$ cat src/rtl/spmv_pkg.sv
// Shared types and defaults for the CSR SpMV sequencer and its accumulate-control delay line.
// Pure declarations; no logic, no latency.
package spmv_pkg;

    localparam int DEF_ADDR_W = 14;
    localparam int DEF_ROW_W  = 10;
    localparam int DEF_LAT    = 4;

    typedef enum logic [2:0] {
        ST_IDLE  = 3'd0,
        ST_RD0   = 3'd1,
        ST_RDN   = 3'd2,
        ST_CHK   = 3'd3,
        ST_ISSUE = 3'd4,
        ST_EMPTY = 3'd5,
        ST_DRAIN = 3'd6,
        ST_DONE  = 3'd7
    } seq_state_t;

    // Per-element accumulate control; the row index travels beside it because its width is a parameter.
    typedef struct packed {
        logic valid;
        logic first;
        logic last;
        logic zero;
    } acc_flags_t;

endpackage

$ cat src/rtl/spmv_delay_line.sv
// Shift register carrying the accumulate tuple to the multiply-add output; latency DEPTH cycles.
// Backpressure: stall freezes every stage; reset clears every stage and wins over stall.
module spmv_delay_line
    import spmv_pkg::*;
#(
    parameter int DEPTH = DEF_LAT,
    parameter int ROW_W = DEF_ROW_W
) (
    input  logic             clk,
    input  logic             rst,
    input  logic             stall,
    input  acc_flags_t       issue_flags,
    input  logic [ROW_W-1:0] issue_row,
    output acc_flags_t       acc_flags,
    output logic [ROW_W-1:0] acc_row
);

    acc_flags_t       flags_q [DEPTH];
    logic [ROW_W-1:0] row_q   [DEPTH];

    always_ff @(posedge clk) begin
        if (!rst) begin
            for (int i = 0; i < DEPTH; i++) begin
                flags_q[i] <= '0;
                row_q[i]   <= '0;
            end
        end else if (!stall) begin
            flags_q[0] <= issue_flags;
            row_q[0]   <= issue_row;
            for (int i = 1; i < DEPTH; i++) begin
                flags_q[i] <= flags_q[i-1];
                row_q[i]   <= row_q[i-1];
            end
        end
    end

    assign acc_flags = flags_q[DEPTH-1];
    assign acc_row   = row_q[DEPTH-1];

endmodule

$ cat src/rtl/csr_spmv_sequencer.sv
// Walks the CSR row-pointer RAM and issues one nonzero index per cycle; acc controls trail issue by LAT.
// Backpressure: stall holds state, counters, delay line and outputs; RAM addresses stay put.
module csr_spmv_sequencer
    import spmv_pkg::*;
#(
    parameter int ADDR_W = DEF_ADDR_W,
    parameter int ROW_W  = DEF_ROW_W,
    parameter int LAT    = DEF_LAT
) (
    input  logic              clk,
    input  logic              rst,
    input  logic              start,
    input  logic [ROW_W-1:0]  num_rows,
    input  logic              stall,
    output logic [ROW_W-1:0]  rowptr_addr,
    input  logic [31:0]       rowptr_data,
    output logic              elem_rd,
    output logic [ADDR_W-1:0] elem_addr,
    output logic              acc_valid,
    output logic              acc_first,
    output logic              acc_last,
    output logic              acc_zero,
    output logic [ROW_W-1:0]  acc_row,
    output logic              busy,
    output logic              done,
    output logic              err
);

    localparam int CNT_W = (LAT > 1) ? $clog2(LAT) : 1;

    seq_state_t        state_q, state_d;
    logic [ADDR_W-1:0] k_q, k_d;
    logic [ADDR_W-1:0] end_q, end_d;
    logic [ROW_W-1:0]  r_q, r_d;
    logic [ROW_W-1:0]  nrows_q, nrows_d;
    logic [ROW_W-1:0]  raddr_q, raddr_d;
    logic [ADDR_W-1:0] eaddr_q, eaddr_d;
    logic [CNT_W-1:0]  cnt_q, cnt_d;
    logic              err_q, err_d;
    logic              first_q, first_d;
    logic              prev_rd0_q;

    acc_flags_t        issue_flags;
    logic [ROW_W-1:0]  issue_row;
    acc_flags_t        acc_flags;

    logic [ADDR_W-1:0] ptr;
    logic              ptr_bad;

    // Pointers wider than the index space are flagged and used truncated.
    assign ptr     = rowptr_data[ADDR_W-1:0];
    assign ptr_bad = |rowptr_data[31:ADDR_W];

    always_ff @(posedge clk) begin
        if (!rst) begin
            state_q    <= ST_IDLE;
            k_q        <= '0;
            end_q      <= '0;
            r_q        <= '0;
            nrows_q    <= '0;
            raddr_q    <= '0;
            eaddr_q    <= '0;
            cnt_q      <= '0;
            err_q      <= 1'b0;
            first_q    <= 1'b0;
            prev_rd0_q <= 1'b0;
        end else if (!stall) begin
            state_q    <= state_d;
            k_q        <= k_d;
            end_q      <= end_d;
            r_q        <= r_d;
            nrows_q    <= nrows_d;
            raddr_q    <= raddr_d;
            eaddr_q    <= eaddr_d;
            cnt_q      <= cnt_d;
            err_q      <= err_d;
            first_q    <= first_d;
            prev_rd0_q <= (state_q == ST_RD0);
        end
    end

    always_comb begin
        state_d     = state_q;
        k_d         = k_q;
        end_d       = end_q;
        r_d         = r_q;
        nrows_d     = nrows_q;
        raddr_d     = raddr_q;
        eaddr_d     = eaddr_q;
        cnt_d       = cnt_q;
        err_d       = err_q;
        first_d     = first_q;
        issue_flags = '0;
        issue_row   = r_q;
        elem_rd     = 1'b0;

        case (state_q)
            ST_IDLE: begin
                if (start) begin
                    err_d   = 1'b0;
                    nrows_d = num_rows;
                    r_d     = '0;
                    cnt_d   = '0;
                    if (num_rows != '0) begin
                        raddr_d = '0;
                        state_d = ST_RD0;
                    end else begin
                        state_d = ST_DRAIN;
                    end
                end
            end
            ST_RD0: begin
                raddr_d = r_q + ROW_W'(1);
                state_d = ST_RDN;
            end
            ST_RDN: begin
                // Later rows start where the previous row ended, so only the first row reads its start.
                if (prev_rd0_q) begin
                    k_d = ptr;
                    if (ptr_bad) err_d = 1'b1;
                end
                state_d = ST_CHK;
            end
            ST_CHK: begin
                end_d = ptr;
                if (ptr_bad) err_d = 1'b1;
                if (ptr > k_q) begin
                    first_d = 1'b1;
                    state_d = ST_ISSUE;
                end else begin
                    if (ptr < k_q) err_d = 1'b1;
                    state_d = ST_EMPTY;
                end
            end
            ST_ISSUE: begin
                elem_rd           = 1'b1;
                eaddr_d           = k_q;
                k_d               = k_q + ADDR_W'(1);
                first_d           = 1'b0;
                issue_flags.valid = 1'b1;
                issue_flags.first = first_q;
                issue_flags.last  = (k_q == end_q - ADDR_W'(1));
                if (issue_flags.last) begin
                    if (r_q == nrows_q - ROW_W'(1)) begin
                        cnt_d   = '0;
                        state_d = ST_DRAIN;
                    end else begin
                        r_d     = r_q + ROW_W'(1);
                        raddr_d = r_q + ROW_W'(2);
                        state_d = ST_RDN;
                    end
                end
            end
            ST_EMPTY: begin
                issue_flags.valid = 1'b1;
                issue_flags.zero  = 1'b1;
                // A backwards pointer resyncs the walk to the reported row end.
                k_d = end_q;
                if (r_q == nrows_q - ROW_W'(1)) begin
                    cnt_d   = '0;
                    state_d = ST_DRAIN;
                end else begin
                    r_d     = r_q + ROW_W'(1);
                    raddr_d = r_q + ROW_W'(2);
                    state_d = ST_RDN;
                end
            end
            ST_DRAIN: begin
                if (cnt_q == CNT_W'(LAT - 1)) begin
                    state_d = ST_DONE;
                end else begin
                    cnt_d = cnt_q + CNT_W'(1);
                end
            end
            ST_DONE: begin
                state_d = ST_IDLE;
            end
            default: begin
                state_d = ST_IDLE;
            end
        endcase
    end

    spmv_delay_line #(
        .DEPTH (LAT),
        .ROW_W (ROW_W)
    ) u_delay (
        .clk         (clk),
        .rst         (rst),
        .stall       (stall),
        .issue_flags (issue_flags),
        .issue_row   (issue_row),
        .acc_flags   (acc_flags),
        .acc_row     (acc_row)
    );

    assign rowptr_addr = raddr_q;
    assign elem_addr   = (state_q == ST_ISSUE) ? k_q : eaddr_q;
    assign acc_valid   = acc_flags.valid;
    assign acc_first   = acc_flags.first;
    assign acc_last    = acc_flags.last;
    assign acc_zero    = acc_flags.zero;
    assign busy        = (state_q != ST_IDLE);
    assign done        = (state_q == ST_DONE);
    assign err         = err_q;

endmodule

$ cat config.mk
export PLATFORM = sky130hd
export DESIGN_NAME = csr_spmv_sequencer
export DESIGN_NICKNAME = d
export VERILOG_FILES = /design/src/rtl/spmv_pkg.sv /design/src/rtl/spmv_delay_line.sv /design/src/rtl/csr_spmv_sequencer.sv
export SDC_FILE = /design/constraint.sdc
export NUM_CORES = 1
export LEC_CHECK = 0
export ABC_AREA = 1
export CELL_PAD_IN_SITES_DETAIL_PLACEMENT = 0
export CELL_PAD_IN_SITES_GLOBAL_PLACEMENT = 1
export CORE_ASPECT_RATIO = 1.1
export CORE_MARGIN = 2
export CORE_UTILIZATION = 38
export CTS_BUF_LIST = sky130_fd_sc_hd__clkbuf_2
export CTS_CLUSTER_SIZE = 25
export DETAILED_ROUTE_END_ITERATION = 16
export PLACE_DENSITY_LB_ADDON = 0.3
export REMOVE_ABC_BUFFERS = 1
export SYNTH_ARGS = -nofsm -noshare
export SYNTH_HDL_FRONTEND = slang
export SYNTH_SLANG_ARGS = --single-unit
$ cat constraint.sdc
create_clock -name clk -period 3.13 [get_ports clk]
set_input_delay 0.7825 -clock clk [delete_from_list [all_inputs] [get_ports clk]]
set_output_delay 0.7825 -clock clk [all_outputs]
set_load 0.005 [all_outputs]
==> out/metrics.cfg, run 1 <==
[synthesis]
yosysUniqueCellTypes = 48
synthDominantCellAreaShare = 0.223
synth_edf_count = 56
yosysWarnings = 0
yosysSeqAreaShare = 0.435
synth_largest_area_cell = edfxtp_1
synth.avg_cell_area_um2 = 7.36
synthFlopType = dfxtp_1
ys_async_sr_fraction = 0
synth_seq_cells = 136
synth_area_mm2 = 0.00754
netlist_instances = 1025
netlist_top_cells_area = edfxtp_1, dfxtp_1, nand2_1

[hold_path]
hp-class = primary input to flop
worstHoldStart = rst

[placed_design]
gp_congestion = 0.849
hpwlAfterDp_mm = 13.7
dp.cells = 1342
io_buffers = 87

[sta]
rsz0062_at_grt = false
clock-skew-final_ns = 0.0226
fmax_mhz = 339
worstMarginPinSlew_ns = 0.599
drv_slew = 0
setup_viol = 0
maxSlewHeadroom = 0.600
finalHoldViolations = 0
timing.final.crit_share = 0.941
setup_tns_ns = 0
finalCriticalPeriod_ns = 2.95

[floorplanning]
initial_utilization = 0.384
coreArea_mm2 = 0.0197
die_h_um = 152
io_pins = 88
fp-row-count = 54
die_area_mm2 = 0.0210
chipWidth_um = 138

[setup_path]
rr_startpoint = end_q[0]
endpoint_kind = output pin
critPathLaunchType = flop
crit_start = state_q[1]
arrival_ns = 2.16
crit_path_max_fanout = 5
crit_type = flop to output pin
cp.required_ns = 2.35

[final_layout]
drive_gt1_frac = 0.0949
instances_no_fill = 1391
num-nets-final = 1191
nFillCells = 2036
multi_input_area_mm2 = 0.00344
syn2layout_area_growth_pct = 21.0
layout.area.seq_mm2 = 0.00329

[routing]
drt-total-wl_mm = 19.3
vias_per_cell = 4.77
first_pass_iters = 5
wl_per_cell_um = 13.9
drtIter0Drc = 478
dr_total_vias = 6633
drc = 0
ant_nets = 0

[cts]
clock_path_buffers = 2
cts_sinks = 136
cts_tree = done
clkLatencyLatePin_ns = 0.75
root_buffer = clkbuf_2
cts_buffers = 17
clk_pin_slew_ns = 0.22
htreeDepth = 4

[pwr]
p_leak_nw = 4.05
power.total_w = 0.00433
ir_drop_mv = 0.225
p_per_area_mw_per_mm2 = 475

[run]
drv_cap = 0

[grt]
grt_pass1_wl_mm = 31.8
grt_max_degree = 62
grtUsageTotal = 0.191
grt_pass1_vias = 6174
grt_antenna_before_repair = 1
overflow = 0

[status]
status = finished clean

==> critical path: stages, from the launching register on <==
cell and delay [ns]:
dfxtp_4 0.40, nor2_4 0.11, inv_2 0.06, nor2_4 0.12
buf_6 0.12, buf_12 0.10, buf_4 0.09, o21a_1 0.12
inv_1 0.04, dlygate4sd2_1 0.25
==> final cells by class <==
type | instances | area share
tap | 252 | 0.0346
timing repair buffer | 117 | 0.125
inverter | 179 | 0.0743
multi-input combinational | 674 | 0.377
clock buffer | 18 | 0.00988
sequential | 136 | 0.361
clock inverter | 14 | 0.0177
antenna | 1 | 0.000274
==> state kept, by name (all words and copies together), names as in the netlist <==
register	cells
cnt_q	2
prev_rd0_q	1
first_q	1
eaddr_q	14
k_q	14
err	1
u_delay.flags_q	16
u_delay.row_q	40
end_q	14
rowptr_addr	10
nrows_q	10
state_q	3
issue_row	10
==> routing by layer <==
layer  track usage  part of all wire  vias up
li1              -                 -     3498
met2         0.312              0.45      161
met3        0.0383             0.050       17
met5             0                 0        -
met1         0.261              0.49     2957
met4        0.0480             0.012        0
==> layout by cell type (no fill, tap or decap), types with 7 or more instances in the layout <==
master / n
xnor2_1: 13
a31oi_1: 8
buf_4: 22
nand2_1: 187
clkdlybuf4s50_1: 71
xor2_1: 11
clkbuf_2: 20
nor2_2: 7
o21ai_0: 58
inv_1: 171
ha_1: 20
nor2_1: 170
nand4_1: 18
edfxtp_1: 56
a21oi_1: 45
nand2_2: 11
o21ai_1: 11
nand3_1: 40
o22ai_1: 14
nor3_1: 10
dfxtp_1: 77
dlygate4sd2_1: 13
==> synth_stat cells, drive strengths merged (2+ instances only) <==
cell and n:
a21oi 48, a221oi 4, a31oi 8, a41oi 3, and3 2, buf 14, clkbuf 22, dfxtp 80
edfxtp 56, ha 20, inv 178, nand2 200, nand3 44, nand3b 3, nand4 18, nor2 181
nor3 10, nor4 5, o211ai 3, o21a 4, o21ai 69, o21bai 2, o221ai 2, o22ai 14
o31ai 2, or2 3, xnor2 13, xor2 11
==> what timing repair did <==
action                     in CTS  in global routing
setup buffers                  11                  4
setup endpoints to repair      16                  5
pin swaps                       1                  2
gates cloned                    1                  0
resized for setup              46                  5
hold buffers                    0                  0
==> power by group <==
group	internal (W)	total, W	switching (W)
sequential	0.00198	0.00208	0.000101
clock	0.000392	0.00114	0.000748
combinational	0.000477	0.00111	0.000631
total	0.00285	0.00433	0.00148
==> per-stage QoR <==
stage	setup slack [ns]	util	hold slack, ns	instance area [um2]
after floorplan	0.0744	-	0.443	7370
after CTS	0.00681	0.463	0.352	9090
final	0.184	0.464	0.428	9120
after global placement	0.417	0.442	0.452	8680
after global routing	0.0219	0.464	0.372	9120
after detailed placement	0.421	0.442	0.458	8680
==> cell families after synthesis <==
family,Yosys count,share of synthesized area
and+or+nand+nor,466,0.268
buffers and inverters,215,0.112
AOI/OAI and AO/OA,164,0.124
DFF,136,0.435
xor gates and xnor gates,24,0.0279
adders and majority gates,20,0.0332
==> path summary, 6_finish.rpt <==
check / end / slack (ns) / depth (start not counted)
setup / recovery: elem_addr[10] / 0.18 / 9
setup reg to reg: rowptr_addr[9] / 0.65 / 13
hold / removal: first_q / 0.43 / 3
hold reg to reg: eaddr_q[7] / 0.48 / 2
Note: power is estimated with default switching activity, not from simulation.
==> run 2: changes to the inputs <==
SLEW_MARGIN = 20   (was unset)
==> results of run 2 <==
Same layout as run 1: the final DEF is identical, and so are final timing and power.
==> run 3: changes to the inputs <==
CORE_UTILIZATION = 39   (was 38)
SLEW_MARGIN = 25   (was 20)
SYNTH_HIERARCHICAL = 1   (was unset)
==> run 3 against run 2 <==
First-iteration DRC count up 15%; synthesized area increased by 6.6%; clock skew up 0.024 ns; utilization fell by 0.14 points; critical path depth down 5; sequential share of layout area down 1.2 points; combinational power is 39% lower; design area rose by 3.3%; final cell count is 1.7% higher; critical path type unchanged; highest routed layer unchanged.
==> out/metrics.cfg, run 3 <==
[status]
status = finished clean

[cts]
clkLatencyLatePin_ns = 0.74
root_buffer = clkbuf_2
clk_pin_slew_ns = 0.24
cts_buffers = 17
cts_tree = done
cts_sinks = 136
ctsHoldBuffers = 0
htreeDepth = 4
clock_path_buffers = 2

[placed_design]
hpwlAfterDp_mm = 14.8
gp_congestion = 0.890
io_buffers = 87
dp.cells = 1376
dpl_cell_area_mm2 = 0.00915

[setup_path]
rr_startpoint = end_q[0]
arrival_ns = 2.15
critPathLaunchType = flop
endpoint_kind = output pin
crit_type = flop to output pin
r2r_end = rowptr_addr[8]
r2r_cells = 13
cp.required_ns = 2.35
crit_path_max_fanout = 5
r2r_setup_slack_ns = 0.57

[synthesis]
netlist_instances = 1055
synth.avg_cell_area_um2 = 7.62
synth_seq_cells = 136
yosysSeqAreaShare = 0.408
synthDominantCellAreaShare = 0.209
synthFlopType = dfxtp_1
synth_largest_area_cell = edfxtp_1
netlist_top_cells_area = edfxtp_1, dfxtp_1, nand2_1
ys_top_cells_by_count = nand2_1, inv_1, nor2_1
synth_edf_count = 56
yosysMostFrequentCell = nand2_1
synth_area_mm2 = 0.00804
yosysUniqueCellTypes = 46
yosysWarnings = 6
ys_async_sr_fraction = 0

[final_layout]
instances_no_fill = 1414
largestRegisters = u_delay/row_q: 40 flops, u_delay/flags_q: 16 flops
syn2layout_area_growth_pct = 17.2
largest_reg_flops = 40
nFillCells = 2120
layout_common_cells = inv_1, nand2_1, nor2_1
drive_gt1_frac = 0.111
num-nets-final = 1210
regMostFlops = u_delay/row_q
final_cell_area_mm2 = 0.00942

[routing]
wl_per_cell_um = 14.2
dr_total_vias = 6965
first_pass_iters = 5
drtIter0Drc = 548
drc = 0
drt-total-wl_mm = 20.1
vias_per_cell = 4.93
ant_nets = 0

[grt]
grt_pass1_vias = 6807
grtUsageTotal = 0.192
overflow = 0
grt_antenna_before_repair = 1
grt_pass1_wl_mm = 33.5
grt_max_degree = 41

[hold_path]
hp-class = primary input to flop
hold_path_depth = 3
hold_path_end = k_q[8]
worstHoldStart = rst

[pwr]
p_per_area_mw_per_mm2 = 383
power.total_w = 0.00361
ir_drop_mv = 0.171
p_leak_nw = 3.96

[floorplanning]
die_h_um = 155
die_area_mm2 = 0.0218
chipWidth_um = 141
io_pins = 88
coreArea_mm2 = 0.0204
initial_utilization = 0.395
fp-row-count = 55

[sta]
clock-skew-final_ns = 0.0468
setup_tns_ns = 0
rsz0062_at_grt = false
maxSlewHeadroom = 0.489
timing.final.crit_share = 0.937
worstMarginPinSlew_ns = 0.766
finalHoldViolations = 0
finalCriticalPeriod_ns = 2.93
setup_viol = 0
fmax_mhz = 341
drv_slew = 0

[run]
drv_cap = 0

-- run 3: changes by cell type in the layout (fill, tap and decap cells not counted), sizes merged, moves of 5 or more --
cell | previous run | this run
nor2 | 181 | 192
o21ai | 69 | 77
clkinv | 4 | 9
nand2 | 200 | 182
a21oi | 48 | 54
o211ai | 3 | 11
nand3 | 44 | 51
-- run 3: where the power goes --
| part | total (W) | internal (W) | switching (W) | leakage (nW) |
|---|---|---|---|---|
| clock | 0.000928 | 0.000215 | 0.000713 | 0.123 |
| sequential | 0.00201 | 0.00194 | 0.0000710 | 1.27 |
| combinational | 0.000678 | 0.000286 | 0.000391 | 2.56 |
-- run 3: repair_timing --
item	CTS	global route
setup buffers	4	0
resized for setup	22	3
endpoints found under the hold margin	0	0
endpoints found under the setup margin	15	3
cloned	1	0
-- run 3: layout make-up --
type	count	area, um2	share of cell area
clock inverter	14	97.6	0.0104
sequential	136	3290	0.349
inverter	183	689	0.0732
tap	256	320	0.0340
clock buffer	18	90.1	0.00956
timing repair buffer	113	1120	0.119
multi-input combinational	693	3810	0.404
antenna	1	2.50	0.000266
-- run 3: critical path: stages, from the launching register on --
cell	delay (ns)
dfxtp_4	0.41
buf_4	0.15
nor2_1	0.25
inv_1	0.13
clkdlybuf4s50_1	0.48
-- run 3: per-stage QoR --
step | setup slack (ns) | hold slack [ns] | utilization
2_1_floorplan | 0.118 | 0.435 | -
3_3_place_gp | 0.225 | 0.447 | 0.449
3_5_place_dp | 0.176 | 0.455 | 0.449
4_1_cts | 0.0172 | 0.405 | 0.462
5_1_grt | 0.0589 | 0.433 | 0.463
6_report | 0.197 | 0.460 | 0.463
-- run 3: cell families after synthesis --
group,synth area share
compound gates,0.128
fa+ha+maj,0.0311
xor+xnor,0.0261
buf+inv,0.122
simple gates,0.284
flops,0.408
-- run 3: how the worst max path moves through the flow --
| stage | startpoint | end | slack, ns | cells after the start |
|---|---|---|---|---|
| after global placement | rowptr_data[11] | state_q[0] | 0.23 | 11 |
| after floorplan | state_q[1] | elem_addr[0] | 0.12 | 6 |
| after detailed placement | rowptr_data[11] | state_q[0] | 0.18 | 11 |
| after CTS | state_q[0] | elem_addr[12] | 0.02 | 7 |
| after global routing | state_q[2] | busy | 0.06 | 4 |
| final | state_q[2] | busy | 0.20 | 4 |
-- run 3: layer usage --
layer  part of all wire  track usage  wire length, um
met5                  0            0                0
met4              0.018       0.0614              365
met3              0.047       0.0402              947
met2               0.45        0.315             9050
met1               0.48        0.255             9690
